==> config.mk <==
export PLATFORM = sky130hd
export DESIGN_NAME = ct_merge_rr
export DESIGN_NICKNAME = d
export VERILOG_FILES = /design/src/rtl/ct_pkg.sv /design/src/rtl/ct_rr_arb.sv /design/src/rtl/ct_merge_rr.sv
export SDC_FILE = /design/constraint.sdc
export NUM_CORES = 1
export LEC_CHECK = 0
export CELL_PAD_IN_SITES_DETAIL_PLACEMENT = 1
export CELL_PAD_IN_SITES_GLOBAL_PLACEMENT = 1
export CORE_MARGIN = 5
export CORE_UTILIZATION = 48
export DETAILED_ROUTE_END_ITERATION = 8
export DONT_BUFFER_PORTS = 1
export GPL_ROUTABILITY_DRIVEN = 0
export PLACE_DENSITY_LB_ADDON = 0.2
export RECOVER_POWER = 50
export SLEW_MARGIN = 20
export SYNTH_ARGS = -nofsm -noshare
export SYNTH_HDL_FRONTEND = slang
export SYNTH_SLANG_ARGS = --single-unit
==> constraint.sdc <==
create_clock -name clk -period 1.9 [get_ports clk]
set_clock_uncertainty 0.05 [all_clocks]
set_input_delay 0.095 -clock clk [delete_from_list [all_inputs] [get_ports clk]]
set_output_delay 0.095 -clock clk [all_outputs]
set_load 0.02 [all_outputs]
==> src/rtl/ct_pkg.sv <==
// Shared definitions for the ct_* streaming blocks: the merge FSM state
// encoding and the CLogB2 width helper used to size channel indices.
package ct_pkg;

  // Largest channel count the merge is intended to be built with.
  localparam int CT_MAX_NI = 16;

  // Merge controller states: IDLE arbitrates, LOCK streams one packet.
  typedef enum logic {
    IDLE = 1'b0,
    LOCK = 1'b1
  } ct_state_e;

  // Bits needed to index n items, never less than one so that a
  // single-channel build still has a usable index signal.
  function automatic int CLogB2(input int n);
    int r;
    r = 0;
    while ((1 << r) < n) begin
      r = r + 1;
    end
    if (r < 1) begin
      r = 1;
    end
    return r;
  endfunction

endpackage

==> src/rtl/ct_rr_arb.sv <==
// Combinational round-robin pick: starting just after the channel that
// finished last, return the first requesting channel and whether any
// channel requested at all.
module ct_rr_arb
  import ct_pkg::*;
#(
  parameter int NI     = 2,
  parameter int NIBITS = CLogB2(NI)
) (
  input  logic [NI-1:0]     req_i,
  input  logic [NIBITS-1:0] last_i,
  output logic [NIBITS-1:0] grant_o,
  output logic              any_o
);

  int                idx_w;
  logic [NIBITS-1:0] cand;

  // Scan last+1, last+2, ... (mod NI) and keep the first requester found.
  always_comb begin
    grant_o = '0;
    any_o   = 1'b0;
    idx_w   = 0;
    cand    = '0;
    for (int i = 1; i <= NI; i++) begin
      idx_w = (int'(last_i) + i) % NI;
      cand  = NIBITS'(idx_w);
      if (!any_o && req_i[cand]) begin
        grant_o = cand;
        any_o   = 1'b1;
      end
    end
  end

endmodule

==> src/rtl/ct_merge_rr.sv <==
// Packet-level round-robin merge of NI cut-through streams into one.
// A channel is granted in an arbitration cycle (IDLE, no input ready) and
// keeps the grant until its end-of-packet beat is accepted.
// Optional build macro CT_MERGE_RR_SKID_EN: replaces the single output
// register with a 2-entry skid buffer so the upstream ready no longer
// depends combinationally on i_ready.
module ct_merge_rr
  import ct_pkg::*;
#(
  parameter int  NI     = 2,
  parameter int  WIDTH  = 32,
  localparam int NIBITS = CLogB2(NI)
) (
  input  logic                clk,
  input  logic                reset,
  input  logic [NI*WIDTH-1:0] i_data,
  input  logic [NI-1:0]       i_valid,
  input  logic [NI-1:0]       i_eop,
  output logic [NI-1:0]       o_ready,
  output logic [WIDTH-1:0]    o_data,
  output logic                o_valid,
  output logic                o_eop,
  output logic [NIBITS-1:0]   o_src,
  input  logic                i_ready
);

  ct_state_e         state_q;
  logic [NIBITS-1:0] grant_q;
  logic [NIBITS-1:0] last_q;

  logic [NIBITS-1:0] arb_grant;
  logic              arb_any;

  logic [WIDTH-1:0]  sel_data;
  logic              sel_valid;
  logic              sel_eop;

  // Output slot can take a beat this cycle.
  logic              slot_ok;
  // Beat moves from the granted channel into the output stage.
  logic              accept;

  ct_rr_arb #(
    .NI     (NI),
    .NIBITS (NIBITS)
  ) u_arb (
    .req_i   (i_valid),
    .last_i  (last_q),
    .grant_o (arb_grant),
    .any_o   (arb_any)
  );

  // Route the granted channel's beat and flags toward the output stage.
  always_comb begin
    sel_data  = '0;
    sel_valid = 1'b0;
    sel_eop   = 1'b0;
    for (int k = 0; k < NI; k++) begin
      if (grant_q == NIBITS'(k)) begin
        sel_data  = i_data[k*WIDTH +: WIDTH];
        sel_valid = i_valid[k];
        sel_eop   = i_eop[k];
      end
    end
  end

  // Only the granted channel sees ready, and only while locked with room.
  always_comb begin
    o_ready = '0;
    for (int k = 0; k < NI; k++) begin
      o_ready[k] = (state_q == LOCK) && slot_ok && (grant_q == NIBITS'(k));
    end
  end

  assign accept = (state_q == LOCK) && slot_ok && sel_valid;

  // Grant FSM: pick a channel when idle, release it on its end-of-packet.
  always_ff @(posedge clk or posedge reset) begin
    if (reset) begin
      state_q <= IDLE;
      grant_q <= '0;
      last_q  <= NIBITS'(NI - 1);
    end else begin
      case (state_q)
        IDLE: begin
          if (arb_any) begin
            grant_q <= arb_grant;
            state_q <= LOCK;
          end
        end
        LOCK: begin
          if (accept && sel_eop) begin
            last_q  <= grant_q;
            state_q <= IDLE;
          end
        end
        default: state_q <= IDLE;
      endcase
    end
  end

`ifdef CT_MERGE_RR_SKID_EN

  // Two-entry buffer: head drives the outputs, spare catches the beat
  // that arrives while the head is blocked downstream.
  logic [1:0]        cnt_q, cnt_d;
  logic [WIDTH-1:0]  head_data_q, head_data_d;
  logic              head_eop_q, head_eop_d;
  logic [NIBITS-1:0] head_src_q, head_src_d;
  logic              head_vld_q;
  logic [WIDTH-1:0]  spare_data_q, spare_data_d;
  logic              spare_eop_q, spare_eop_d;
  logic [NIBITS-1:0] spare_src_q, spare_src_d;
  logic              pop;

  // Ready comes from stored occupancy only, so it never sees i_ready.
  assign slot_ok = (cnt_q != 2'd2);
  assign pop     = head_vld_q && i_ready;

  // Next buffer contents for every push/pop combination.
  always_comb begin
    cnt_d        = cnt_q;
    head_data_d  = head_data_q;
    head_eop_d   = head_eop_q;
    head_src_d   = head_src_q;
    spare_data_d = spare_data_q;
    spare_eop_d  = spare_eop_q;
    spare_src_d  = spare_src_q;
    case ({accept, pop})
      2'b10: begin
        if (cnt_q == 2'd0) begin
          head_data_d = sel_data;
          head_eop_d  = sel_eop;
          head_src_d  = grant_q;
        end else begin
          spare_data_d = sel_data;
          spare_eop_d  = sel_eop;
          spare_src_d  = grant_q;
        end
        cnt_d = cnt_q + 2'd1;
      end
      2'b01: begin
        if (cnt_q == 2'd2) begin
          head_data_d = spare_data_q;
          head_eop_d  = spare_eop_q;
          head_src_d  = spare_src_q;
        end
        cnt_d = cnt_q - 2'd1;
      end
      2'b11: begin
        if (cnt_q == 2'd2) begin
          head_data_d  = spare_data_q;
          head_eop_d   = spare_eop_q;
          head_src_d   = spare_src_q;
          spare_data_d = sel_data;
          spare_eop_d  = sel_eop;
          spare_src_d  = grant_q;
        end else begin
          head_data_d = sel_data;
          head_eop_d  = sel_eop;
          head_src_d  = grant_q;
        end
      end
      default: ;
    endcase
  end

  // Buffer registers; reset drops any held beats.
  always_ff @(posedge clk or posedge reset) begin
    if (reset) begin
      cnt_q        <= 2'd0;
      head_vld_q   <= 1'b0;
      head_data_q  <= '0;
      head_eop_q   <= 1'b0;
      head_src_q   <= '0;
      spare_data_q <= '0;
      spare_eop_q  <= 1'b0;
      spare_src_q  <= '0;
    end else begin
      cnt_q        <= cnt_d;
      head_vld_q   <= (cnt_d != 2'd0);
      head_data_q  <= head_data_d;
      head_eop_q   <= head_eop_d;
      head_src_q   <= head_src_d;
      spare_data_q <= spare_data_d;
      spare_eop_q  <= spare_eop_d;
      spare_src_q  <= spare_src_d;
    end
  end

  assign o_data  = head_data_q;
  assign o_valid = head_vld_q;
  assign o_eop   = head_eop_q;
  assign o_src   = head_src_q;

`else

  logic [WIDTH-1:0]  out_data_q;
  logic              out_vld_q;
  logic              out_eop_q;
  logic [NIBITS-1:0] out_src_q;

  // Single slot: refill when empty or when its beat leaves this cycle.
  assign slot_ok = !out_vld_q || i_ready;

  // Output register: load on accept, clear on drain, otherwise hold.
  always_ff @(posedge clk or posedge reset) begin
    if (reset) begin
      out_data_q <= '0;
      out_vld_q  <= 1'b0;
      out_eop_q  <= 1'b0;
      out_src_q  <= '0;
    end else if (accept) begin
      out_data_q <= sel_data;
      out_vld_q  <= 1'b1;
      out_eop_q  <= sel_eop;
      out_src_q  <= grant_q;
    end else if (i_ready) begin
      out_vld_q  <= 1'b0;
    end
  end

  assign o_data  = out_data_q;
  assign o_valid = out_vld_q;
  assign o_eop   = out_eop_q;
  assign o_src   = out_src_q;

`endif

endmodule

Word-level counts from Yosys, hierarchy flattened
Index checks and enable logic that the tools add are counted.
{"block": "word_totals", "regBits": 38, "input_bits": 71, "output_inout_bits": 37, "wordCells": 41}
{"block": "classes", "addsub": 2, "magnitude_cmp": 2, "mux": 16, "bitwise": 2, "reduce_logical": 12}
{"operator": "$mux W32", "n": 1}
{"operator": "$mux W1", "n": 14}
{"operator": "$logic_and A1 B1 Y1", "n": 6}
{"operator": "$lt A1 B2 Y1 const B", "n": 2}
{"operator": "$reduce_and A2 Y1", "n": 2}
{"operator": "$add A1 B1 Y1 const B", "n": 2}
{"operator": "$logic_not A1 Y1", "n": 2}
{"operator": "$not A1 Y1", "n": 2}
{"operator": "$pmux W1 S2", "n": 1}
{"operator": "$reduce_bool A2 Y1", "n": 1}
{"operator": "$logic_or A1 B1 Y1", "n": 1}

Logic depth before layout (Yosys ltp)
{"block": "depth", "depth_word": 9, "mapped_depth": 5}

By module
From an unflattened synthesis, not the netlist that was laid out.
{"block": "unflattened", "hier_cells": 136, "hier_area_um2": 1994.4}
{"module": "ct_merge_rr", "instances": 1, "cells_per_inst": 134, "area_each_um2": 1980.6}
{"module": "ct_rr_arb", "instances": 1, "cells_per_inst": 2, "area_each_um2": 13.8}

Worst setup path before layout
No wires, ideal clock.
{"block": "synth_timing", "path_type": "register to register", "startpoint": "reg grant_q", "endpoint": "reg out_data_q[10], in the netlist o_data[10]", "setup_ns": 0.125, "arrival_time_ns": 1.342, "setup_slack_ns": 0.383, "stages_incl_launch_ff": 4, "path_buffers": 1, "synth_period_minus_slack_ns": 1.517, "cell_sequence": "dfrtp_1 buf_1 mux2_2 mux2_4"}
{"block": "synth_via", "elab_chain_cells": 2, "word_cells_on_any_way": 3, "classes_between": "mux (2); reduce/logical (1)"}
{"element": "start, declared", "line_no": "ct_merge_rr.sv:28", "text": "logic [NIBITS-1:0] grant_q;"}
{"element": "start signal, assigned", "line_no": "ct_merge_rr.sv:87", "text": "grant_q <= arb_grant;"}
{"element": "$mux W1", "line_no": "ct_merge_rr.sv:59", "text": "if (grant_q == NIBITS'(k)) begin"}
{"element": "$logic_and A1 B1 Y1", "line_no": "ct_merge_rr.sv:75", "text": "assign accept = (state_q == LOCK) && slot_ok && sel_valid;"}
{"element": "end signal, assigned", "line_no": "ct_merge_rr.sv:214", "text": "out_data_q <= sel_data;"}
{"element": "end, declared", "line_no": "ct_merge_rr.sv:198", "text": "logic [WIDTH-1:0] out_data_q;"}
Several ways; a longest one is shown, not always the timed one.
A chain may end at the register's enable or synchronous reset.

Worst setup path in the final report
{"block": "layout_timing", "startpoint": "reg out_vld_q, in the netlist o_valid", "endpoint": "reg out_src_q, in the netlist o_src"}
{"block": "layout_via", "elab_chain_cells": 4}
{"element": "start, declared", "line_no": "ct_merge_rr.sv:199", "text": "logic out_vld_q;"}
{"element": "start signal, assigned", "line_no": "ct_merge_rr.sv:210", "text": "out_vld_q <= 1'b0;"}
{"element": "start signal, assigned", "line_no": "ct_merge_rr.sv:215", "text": "out_vld_q <= 1'b1;"}
{"element": "start signal, assigned", "line_no": "ct_merge_rr.sv:219", "text": "out_vld_q <= 1'b0;"}
{"element": "$logic_not A1 Y1", "line_no": "ct_merge_rr.sv:204", "text": "assign slot_ok = !out_vld_q || i_ready;"}
{"element": "$logic_or A1 B1 Y1", "line_no": "ct_merge_rr.sv:204"}
{"element": "$logic_and A1 B1 Y1 (2 in a row)", "line_no": "ct_merge_rr.sv:75"}
{"element": "end signal, assigned", "line_no": "ct_merge_rr.sv:217", "text": "out_src_q <= grant_q;"}
{"element": "end, declared", "line_no": "ct_merge_rr.sv:201", "text": "logic [NIBITS-1:0] out_src_q;"}
Every way passes these cells.

==> run metrics <==
status=finished clean; CTS buffer count=5; Via Count=1,140; most area-hungry cell type in the Yosys netlist=dfrtp_1; Clk Latency, worst-skew pair=0.28 ns; Die X=74.9 µm; number of vias per cell=5.91; HP Class=input port to flop; placed cell area=2080 µm²; WP data arrival=1.97 ns; Critical Path Start Type=flop; clk sinks=38; Initial DRC Count=24; met2 Track Usage GR=26.8%; CTS tree=built; number of distinct library cells after synthesis=23; share of the synthesized area in the top cell type=between 40% and 50%; # DRC=0; wirelength, routed=4310 µm; Starting Density=50.1%; clk slew on worst S/H paths=about 0.070 ns; core area=4030 µm²; PwrDens=1970 nW/µm²; Remaining Overflow, GRT=0; crit-path cells=nand2b_1, buf_4, a31oi_1, a2bb2oi_1, dlygate4sd3_1; syn avg cell area=roughly 15 µm²; top cells by area, synth=dfrtp_1 46%, mux2_4 22%, mux2_2 21%, buf_6 2.2%, dfstp_2 1.3%; Final Hold Vio Count=0; GRT met3 Usage=5.74%; largest net degree at the start of global routing=39; RSZ-0062 raised after global routing=no; Clock Tree Buf Depth=2; adder-cell share of the synthesized area=0%; ant diodes=0; post-synthesis instance area=slightly above 2000 µm²; Die ar.=between 5000 and 6000 µm²; Total GRT Usage=14.7%; Slew headroom=38.3%; XOR/XNOR Fraction of Synth Area=0%; htree depth=2; I/O Buffers=0; antenna violations before repair=0; Layout area overhead=8.67%; global-route wire length before repair=around 6300 µm; Max Clock Freq=0.555 GHz; Root Driver=clkbuf_8; multiplexer share of the synthesized area=between 40% and 50%; CP max-delay cell=dlygate4sd3_1; Synth Register Bits=38; share of power burned in registers=47.7%; HPWL Detailed=3380 µm; P_int=between 0.002 and 0.003 W; vias in the first global route=1,320; nets=214; Crit path max-delay family=buffers and inverters; buffer and inverter count on the worst path=2; Detailed Routing Iterations Pass 1=3; power share of the combinational group=40.7%; Final Cycle Share=around 95%; GR Util met1=15.8%; post-synthesis compound-gate area fraction=roughly 2.6%; CP max stage delay=0.57 ns; Max VDD drop=799 µV; Final min period=1.80 ns; clock network power share=11.6%; Max Slew Vio Count=0; layout cells sized above 1=57.3%; worst path required time=2.07 ns; Switching Fraction=39.3%; Yosys Warn Count=0; Worst Tran Pin Value=0.926 ns; worst setup path class=flop to flop; Final ANT Viol Nets=0; WL/cell=22.4 µm; Setup crit end kind=flop; Synth Instances=between 100 and 150; I/O pin total=roughly 110; largest family of logic cells by synthesized area=multiplexers; Top Usage Layer GRT=met2; Finished Cell Area=2190 µm²; # setup viols final=0; chip height=74.9 µm; Cell Rows=23; area share of and/or/nand/nor cells after synthesis=3.41%; MaxCap Viol Count=0; Setup TNS=0 ns; sequential share of the synthesized area=between 40 and 50%; net switching power=0.00170 W; Net Count, Synth=205; CP Max Fanout=7; P_leak=1.01 nW; setup bufs post-CTS=0
[power by group through the flow]
stage	Sequential (W)	Clock [W]	Combinational, W
2_1_floorplan	0.00193	0	0.00158
3_3_place_gp	0.00206	0	0.00168
3_5_place_dp	0.00208	0	0.00176
4_1_cts	0.00208	0.000524	0.00179
5_1_grt	0.00212	0.000551	0.00188
6_report	0.00206	0.000502	0.00176
[synthesized netlist by cell type]
| cell | count |
|---|---|
| nand3_4 | 1 |
| buf_1 | 1 |
| clkbuf_1 | 1 |
| nand3_1 | 1 |
| a2bb2oi_1 | 1 |
| nor2b_1 | 1 |
| nand2b_1 | 1 |
| a31oi_1 | 1 |
| inv_1 | 3 |
| nand4_1 | 1 |
| and3_1 | 1 |
| buf_2 | 3 |
| a41o_1 | 1 |
| dfrtp_1 | 37 |
| dfstp_2 | 1 |
| a41oi_1 | 1 |
| buf_6 | 4 |
| a32o_1 | 1 |
| mux2_4 | 30 |
| mux2_2 | 37 |
| a22o_1 | 1 |
| nor3_1 | 2 |
| nand2_1 | 3 |
[cell families (layout without fill, tap and decap cells)]
group                  count (synthesis)  in the layout
buffers and inverters                 12             21
muxes                                 67             67
AOI/OAI and AO/OA                      6              6
and+or+nand+nor                       11             11
DFF                                   38             38
[what timing repair did]
action	in CTS	in global routing
endpoints found under the hold margin	40	0
resized for setup	0	1
setup endpoints to repair	0	1
hold buffers	4	0
[metal layers]
layer	vias up	wire length [µm]
met5	-	0
met4	0	36
met3	5	488
met2	66	2220
met1	568	1570
li1	501	-
[worst register-to-register path, delay by kind of cell, from the launching register on]
family | cells | cell delay, ns
buffers and inverters | 2 | 0.76
flip-flops | 1 | 0.43
AO/OA/AOI/OAI | 2 | 0.36
AND/OR/NAND/NOR | 1 | 0.15
[stage by stage]
stage | total power (W) | cells | hold slack (ns) | util, % | setup slack, ns
after floorplan | 0.00351 | 134 | 0.206 | - | 0.383
after global placement | 0.00374 | 182 | 0.0738 | 51.6 | 0.293
after detailed placement | 0.00385 | 182 | 0.0876 | 51.6 | 0.250
after CTS | 0.00439 | 193 | 0.00284 | 54.5 | 0.0758
after global routing | 0.00455 | 193 | 0.00994 | 54.5 | 0.0301
final | 0.00432 | 193 | 0.00621 | 54.5 | 0.0971
[registers in the layout, indices dropped and copies added (netlist names)]
name,count
o_src,1
last_q,1
o_eop,1
grant_q,1
state_q,1
o_valid,1
o_data,32
[path summary, 6_finish.rpt]
kind | cells past startpoint | to | slack (ns) | from
worst max register to register | 5 | o_src$_DFFE_PP0P_ | 0.1 | o_valid$_DFFE_PP0P_
max in group asynchronous | 3 | o_valid$_DFFE_PP0P_ | 0.67 | reset
worst min register to register | 1 | last_q$_DFFE_PP1P_ | 0.53 | last_q$_DFFE_PP1P_
worst min-delay path | 2 | state_q$_DFF_PP0_ | 0.006 | i_valid[0]
min in group asynchronous | 3 | o_data[22]$_DFFE_PP0P_ | 0.50 | reset
worst max-delay path | 5 | o_src$_DFFE_PP0P_ | 0.1 | o_valid$_DFFE_PP0P_
[cell usage in the layout (no fill, tap or decap), drive strengths merged]
master        n
nor3          2
a41oi         1
clkbuf        8
nor2b         1
nand3         2
dfstp         1
mux2         67
a41o          1
nand2b        1
a31oi         1
and3          1
dlygate4sd3   4
inv           3
a22o          1
dfrtp        37
nand2         3
nand4         1
a32o          1
a2bb2oi       1
buf           6
[layout make-up]
cell class,count,area [µm²]
Multi-Input combinational cell,84,988
Sequential cell,38,953
Inverter,3,11.3
Tap cell,50,62.6
Fill cell,388,1830
Timing Repair Buffer,11,103
Clock buffer,7,76.3
No activity file was read; power rests on OpenSTA's default activity.
